`src/rtl/i2c_slave_regfile.sv`:
```
// I2C slave with a DEPTH-byte register file: write {addr,W},ptr,data... and read via Sr,{addr,R}.
// Optional 3-sample majority glitch filter on SCL/SDA when I2C_GLITCH_FILTER_EN is defined.
module i2c_slave_regfile #(
   parameter logic [6:0] SLAVE_ADDR = 7'b0010000,
   parameter int         DEPTH      = 8,
   parameter int         ADDR_W     = 3
) (
   input  logic              clk,
   input  logic              rst,
   input  logic              scl_i,
   input  logic              sda_i,
   output logic              sda_oe,
   output logic              busy,
   input  logic              host_we,
   input  logic [ADDR_W-1:0] host_addr,
   input  logic [7:0]        host_wdata,
   output logic [7:0]        host_rdata,
   output logic              wr_strobe,
   output logic [ADDR_W-1:0] wr_addr,
   output logic [7:0]        wr_data
);

   typedef enum logic [2:0] {
      ST_IDLE     = 3'd0,
      ST_ADDR     = 3'd1,
      ST_ADDR_ACK = 3'd2,
      ST_MEMADDR  = 3'd3,
      ST_WRDATA   = 3'd4,
      ST_RDDATA   = 3'd5,
      ST_RD_NACK  = 3'd6
   } state_t;

   logic scl_s1_q, scl_s2_q, sda_s1_q, sda_s2_q;
   logic scl_f_s, sda_f_s, scl_prev_q, sda_prev_q;
   logic scl_rise_s, scl_fall_s, start_s, stop_s;

   state_t            state_q;
   logic [3:0]        bitcnt_q;
   logic [7:0]        shreg_q;
   logic [7:0]        byte_d;
   logic [ADDR_W-1:0] ptr_q, ptr_inc_d;
   logic              rw_q;
   logic              sda_oe_q, busy_q, wr_strobe_q;
   logic [ADDR_W-1:0] wr_addr_q;
   logic [7:0]        wr_data_q;
   logic [7:0]        regs_q [DEPTH];
   logic              i2c_we_s;

   // Two-flop synchronizers, idle-high so reset never looks like a bus condition
   always_ff @(posedge clk or negedge rst) begin
      if (!rst) begin
         scl_s1_q <= 1'b1;
         scl_s2_q <= 1'b1;
         sda_s1_q <= 1'b1;
         sda_s2_q <= 1'b1;
      end else begin
         scl_s1_q <= scl_i;
         scl_s2_q <= scl_s1_q;
         sda_s1_q <= sda_i;
         sda_s2_q <= sda_s1_q;
      end
   end

`ifdef I2C_GLITCH_FILTER_EN
   logic [2:0] scl_hist_q, sda_hist_q;

   function automatic logic maj3(input logic [2:0] v);
      return (v[0] & v[1]) | (v[0] & v[2]) | (v[1] & v[2]);
   endfunction

   // Last three synchronized samples of each line for the majority vote
   always_ff @(posedge clk or negedge rst) begin
      if (!rst) begin
         scl_hist_q <= 3'b111;
         sda_hist_q <= 3'b111;
      end else begin
         scl_hist_q <= {scl_hist_q[1:0], scl_s2_q};
         sda_hist_q <= {sda_hist_q[1:0], sda_s2_q};
      end
   end

   assign scl_f_s = maj3(scl_hist_q);
   assign sda_f_s = maj3(sda_hist_q);
`else
   assign scl_f_s = scl_s2_q;
   assign sda_f_s = sda_s2_q;
`endif

   // Delay stage for edge detection
   always_ff @(posedge clk or negedge rst) begin
      if (!rst) begin
         scl_prev_q <= 1'b1;
         sda_prev_q <= 1'b1;
      end else begin
         scl_prev_q <= scl_f_s;
         sda_prev_q <= sda_f_s;
      end
   end

   assign scl_rise_s = scl_f_s & ~scl_prev_q;
   assign scl_fall_s = ~scl_f_s & scl_prev_q;
   assign start_s    = scl_f_s & scl_prev_q & sda_prev_q & ~sda_f_s;
   assign stop_s     = scl_f_s & scl_prev_q & ~sda_prev_q & sda_f_s;

   assign byte_d    = {shreg_q[6:0], sda_f_s};
   assign ptr_inc_d = ptr_q + ADDR_W'(1);
   assign i2c_we_s  = (state_q == ST_WRDATA) && scl_rise_s && !start_s && !stop_s &&
                      (bitcnt_q == 4'd7);

   // Protocol FSM; bitcnt_q == 8 marks the ACK slot of the current byte
   always_ff @(posedge clk or negedge rst) begin
      if (!rst) begin
         state_q     <= ST_IDLE;
         bitcnt_q    <= 4'd0;
         shreg_q     <= 8'd0;
         ptr_q       <= '0;
         rw_q        <= 1'b0;
         sda_oe_q    <= 1'b0;
         busy_q      <= 1'b0;
         wr_strobe_q <= 1'b0;
         wr_addr_q   <= '0;
         wr_data_q   <= 8'd0;
      end else begin
         wr_strobe_q <= 1'b0;
         if (stop_s) begin
            state_q  <= ST_IDLE;
            sda_oe_q <= 1'b0;
            busy_q   <= 1'b0;
            bitcnt_q <= 4'd0;
         end else if (start_s) begin
            state_q  <= ST_ADDR;
            sda_oe_q <= 1'b0;
            bitcnt_q <= 4'd0;
         end else if (scl_rise_s) begin
            case (state_q)
               ST_ADDR: begin
                  shreg_q  <= byte_d;
                  bitcnt_q <= bitcnt_q + 4'd1;
                  if (bitcnt_q == 4'd7) begin
                     if (byte_d[7:1] == SLAVE_ADDR) begin
                        state_q <= ST_ADDR_ACK;
                        busy_q  <= 1'b1;
                        rw_q    <= byte_d[0];
                     end else begin
                        state_q  <= ST_IDLE;
                        busy_q   <= 1'b0;
                        bitcnt_q <= 4'd0;
                     end
                  end
               end
               ST_ADDR_ACK: bitcnt_q <= 4'd0;
               ST_MEMADDR: begin
                  if (bitcnt_q == 4'd8) begin
                     state_q  <= ST_WRDATA;
                     bitcnt_q <= 4'd0;
                  end else begin
                     shreg_q  <= byte_d;
                     bitcnt_q <= bitcnt_q + 4'd1;
                     if (bitcnt_q == 4'd7) begin
                        ptr_q <= byte_d[ADDR_W-1:0];
                     end
                  end
               end
               ST_WRDATA: begin
                  if (bitcnt_q == 4'd8) begin
                     bitcnt_q <= 4'd0;
                  end else begin
                     shreg_q  <= byte_d;
                     bitcnt_q <= bitcnt_q + 4'd1;
                     if (bitcnt_q == 4'd7) begin
                        wr_strobe_q <= 1'b1;
                        wr_addr_q   <= ptr_q;
                        wr_data_q   <= byte_d;
                        ptr_q       <= ptr_inc_d;
                     end
                  end
               end
               ST_RDDATA: begin
                  if (bitcnt_q == 4'd8) begin
                     bitcnt_q <= 4'd0;
                     if (!sda_f_s) begin
                        shreg_q <= regs_q[ptr_q];
                        ptr_q   <= ptr_inc_d;
                     end else begin
                        state_q <= ST_RD_NACK;
                     end
                  end else begin
                     bitcnt_q <= bitcnt_q + 4'd1;
                  end
               end
               default: ;
            endcase
         end else if (scl_fall_s) begin
            case (state_q)
               ST_ADDR_ACK: begin
                  if (bitcnt_q == 4'd8) begin
                     sda_oe_q <= 1'b1;
                  end else if (rw_q) begin
                     state_q  <= ST_RDDATA;
                     shreg_q  <= regs_q[ptr_q];
                     sda_oe_q <= ~regs_q[ptr_q][7];
                     ptr_q    <= ptr_inc_d;
                  end else begin
                     state_q  <= ST_MEMADDR;
                     sda_oe_q <= 1'b0;
                  end
               end
               ST_MEMADDR, ST_WRDATA: sda_oe_q <= (bitcnt_q == 4'd8);
               ST_RDDATA: begin
                  if (bitcnt_q == 4'd8) begin
                     sda_oe_q <= 1'b0;
                  end else begin
                     sda_oe_q <= ~shreg_q[3'd7 - bitcnt_q[2:0]];
                  end
               end
               ST_RD_NACK: begin
                  state_q  <= ST_IDLE;
                  busy_q   <= 1'b0;
                  sda_oe_q <= 1'b0;
               end
               default: sda_oe_q <= 1'b0;
            endcase
         end
      end
   end

   // Register file; a bus write beats a same-index host write
   always_ff @(posedge clk or negedge rst) begin
      if (!rst) begin
         for (int i = 0; i < DEPTH; i++) begin
            regs_q[i] <= 8'd0;
         end
      end else begin
         for (int i = 0; i < DEPTH; i++) begin
            if (i2c_we_s && (ptr_q == ADDR_W'(i))) begin
               regs_q[i] <= byte_d;
            end else if (host_we && (host_addr == ADDR_W'(i))) begin
               regs_q[i] <= host_wdata;
            end
         end
      end
   end

   assign host_rdata = regs_q[host_addr];
   assign sda_oe     = sda_oe_q;
   assign busy       = busy_q;
   assign wr_strobe  = wr_strobe_q;
   assign wr_addr    = wr_addr_q;
   assign wr_data    = wr_data_q;

endmodule

```
`config.mk`:
```
export PLATFORM = sky130hd
export DESIGN_NAME = i2c_slave_regfile
export DESIGN_NICKNAME = d
export VERILOG_FILES = /design/src/rtl/i2c_slave_regfile.sv
export SDC_FILE = /design/constraint.sdc
export NUM_CORES = 1
export LEC_CHECK = 0
export ABC_AREA = 1
export BUFFER_PORTS_ARGS = -buffer_cell sky130_fd_sc_hd__buf_2
export CORE_MARGIN = 10
export CORE_UTILIZATION = 59
export DETAILED_ROUTE_END_ITERATION = 12
export PLACE_DENSITY = 0.86
export SYNTH_ARGS = -nofsm -noshare
export SYNTH_HDL_FRONTEND = slang
export SYNTH_SLANG_ARGS = --single-unit
```
`constraint.sdc`:
```
create_clock -name clk -period 3.26 [get_ports clk]
set_clock_uncertainty 0.05 [all_clocks]
set_input_delay 0 -clock clk [delete_from_list [all_inputs] [get_ports clk]]
set_output_delay 0 -clock clk [all_outputs]
set_load 0.1 [all_outputs]
```
==> flow_summary.json <==
{
  "status": "complete, no violations",
  "cts_sinks": 103,
  "syn_nets": 963,
  "worstPathArrival_ns": 2.77,
  "routabilityCongestion": 1.06,
  "die_w_um": 124,
  "initial_core_util_pct": 61.0,
  "p_leak_nw": 3.49,
  "yosysWarnings": 0,
  "clk_latency_ns": 0.41,
  "regArea_um2": 2580,
  "peakVddDrop_mv": 0.416,
  "final.period_utilization_pct": 77.0,
  "via_per_inst": 6.20,
  "finalCoreUtilization_pct": 66.5,
  "grt_pass1_wl_mm": 32.5,
  "ios": 38,
  "start_kind": "flip-flop",
  "endpoint_kind": "flip-flop",
  "critical-path-top-delay-family": "simple AND/OR/NAND/NOR gates",
  "critPathKind": "flip-flop to flip-flop",
  "pwr-share-comb_pct": 37.6,
  "crit_slowest_cell": "dfstp_2",
  "area_delta_synth_final_pct": 9.16,
  "worst_slew_margin_rel_pct": 50.9,
  "ys_types": 26,
  "routedWlPerCell_um": 18.6,
  "postRouteAntennaNets": 0,
  "dr.pass1.iters": 9,
  "drtIter0Drc": 1120,
  "fin_nets": 988,
  "layout_common_cells": "nand2_1 (308), nand3_1 (258), dfrtp_1 (97), inv_1 (67), nor2_1 (50)",
  "timing.final.crit_period_ns": 2.51,
  "cts_root_buf": "clkbuf_8",
  "crit_fanout": 21,
  "dp_slack_ns": 0.845,
  "dp_cells": 1074,
  "swShare_pct": 47.5,
  "tns_ns": 0,
  "core_area_um2": 10400,
  "cts_inserted_buffers": 9,
  "critPathMaxStageDelay_ns": 0.58,
  "rows": 37,
  "final_cells": 1101,
  "floorplan.die_area_um2": 15300,
  "yosysSeqAreaShare_pct": 40.7,
  "clock_power_share_pct": 19.2,
  "cp.required_ns": 3.52,
  "syn_inst": 935,
  "fillers": 921,
  "grt_start_max_net_pins": 41,
  "clkTransAtPathRegs_ns": 0.11,
  "tightest_slew_ns": 0.736,
  "hold_path_class": "input port to asynchronous set/reset pin",
  "multi_input_area_um2": 3310,
  "drc_errors": 0,
  "drt-total-wl_mm": 20.5,
  "setup_ws_ns": 0.751,
  "grtUsageTotal_pct": 27.3,
  "vias": 6825,
  "postSynthAreaPerCell_um2": 6.79,
  "postCtsSetupBuffers": 0,
  "port_buffers": 37,
  "place_hpwl_mm": 14.1,
  "grt_overflow": 0,
  "antenna_found_initial": 0,
  "fp.dieH_um": 124,
  "h-tree-depth": 3,
  "cts_tree": "built",
  "netlist_area_um2": 6350,
  "fmax_mhz": 399,
  "crit_chain": "ha_1 > inv_1 > nor2_1 > nand3_1 > o21ai_0",
  "grt_setup_unrepaired": "no",
  "grt_pass1_vias": 6184,
  "path_buf_inv": 1,
  "yosys_register_bits": 103,
  "power.internal_mw": 2.49,
  "antenna_cells": 0,
  "cap_viol_max_count": 0,
  "cts_buffer_depth": 2,
  "drv_slew": 0,
  "final_common_cell": "nand2_1",
  "p_total_mw": 4.73,
  "power_density_nw_per_um2": 683,
  "drive_gt1_share_pct": 9.22,
  "p_switching_mw": 2.25,
  "setup_viol": 0,
  "hold_viol_final": 0,
  "pwr-share-seq_pct": 43.2
}
through the flow:
step,area (µm²),hold WS [ns]
4_1_cts,6930,0.0695
3_5_place_dp,6600,-0.0365
6_report,6930,0.0610
5_1_grt,6930,0.103
3_3_place_gp,6600,-0.0413
2_1_floorplan,6350,-0.346
sequential cells by signal, summed over array words and instances (netlist names), 3 cells and up:
signal and cells:
regs_q 64, shreg_q 8, wr_data 8, bitcnt_q 4
ptr_q 3, state_q 3, wr_addr 3
path summary, 6_finish.rpt:
kind	startpoint	to	slack [ns]	cells past startpoint
max in group asynchronous	rst	sda_s1_q$_DFF_PN1_	2.26	3
worst min-delay path	rst	regs_q[9]$_DFFE_PN0P_	0.06	2
worst max-delay path	scl_f_s$_DFF_PN1_	wr_data[0]$_DFFE_PN0P_	0.75	5
worst max register to register	scl_f_s$_DFF_PN1_	wr_data[0]$_DFFE_PN0P_	0.75	5
worst min register to register	scl_s1_q$_DFF_PN1_	scl_f_s$_DFF_PN1_	0.31	0
min in group clk	host_we	regs_q[46]$_DFFE_PN0P_	0.18	5
kinds of logic after synthesis:
kind of cell	synth area share [%]
and+or+nand+nor	44.9
buffers and inverters	7.15
DFF	40.7
AOI/OAI and AO/OA	4.83
adders and majority gates	2.36
power by group through the flow:
stage / clock network (mW) / logic (mW) / registers [mW]
global route: 0.974 / 1.96 / 2.06
floorplan: 0 / 1.38 / 1.77
global placement: 0 / 1.67 / 2.03
CTS: 0.911 / 1.73 / 2.01
finish: 0.907 / 1.78 / 2.05
detailed placement: 0 / 1.71 / 2.03
per-layer routing:
| metal | track usage (%) | wire length, µm | part of all wire (%) |
|---|---|---|---|
| met1 | 35.1 | 7810 | 38 |
| met2 | 40.7 | 9010 | 44 |
| met3 | 7.87 | 2380 | 12 |
| met4 | 15.1 | 1300 | 6.3 |
| met5 | 0 | 0 | 0 |
worst reg2reg max path, cell delays in order (launching register included):
cell	delay [ns]
dfstp_2	0.58
ha_1	0.40
inv_1	0.21
nor2_1	0.24
nand3_1	0.51
o21ai_0	0.42
final cells by class:
| cell class | instances | area share [%] |
|---|---|---|
| clock inverter | 6 | 1.17 |
| tap | 136 | 2.45 |
| timing repair buffer | 56 | 5.16 |
| clock buffer | 10 | 1.99 |
| sequential | 103 | 37.3 |
| multi-input combinational | 713 | 47.8 |
| inverter | 77 | 4.17 |
Yosys cell counts, drive strengths merged:
cell type | count | area [µm²]
nand2 | 314 | 1190
nand3 | 262 | 1330
dfrtp | 97 | 2430
inv | 75 | 282
nor2 | 53 | 220
clkbuf | 28 | 105
o21ai | 23 | 115
a21oi | 15 | 75.1
buf | 14 | 60.1
ha | 12 | 150
nand4 | 10 | 62.6
dfstp | 6 | 158
a22oi | 5 | 37.5
nor3 | 5 | 25.0
a221oi | 4 | 35.0
o22ai | 4 | 25.0
a31oi | 3 | 18.8
clkinv | 2 | 7.51
nand3b | 2 | 15.0
or2 | 1 | 6.26
repair_timing:
| action | CTS | global route |
|---|---|---|
| hold buffers | 11 | 0 |
| resized for setup | 0 | 0 |
| endpoints found under the hold margin | 104 | 0 |
Power figures use the tool's default switching activity.
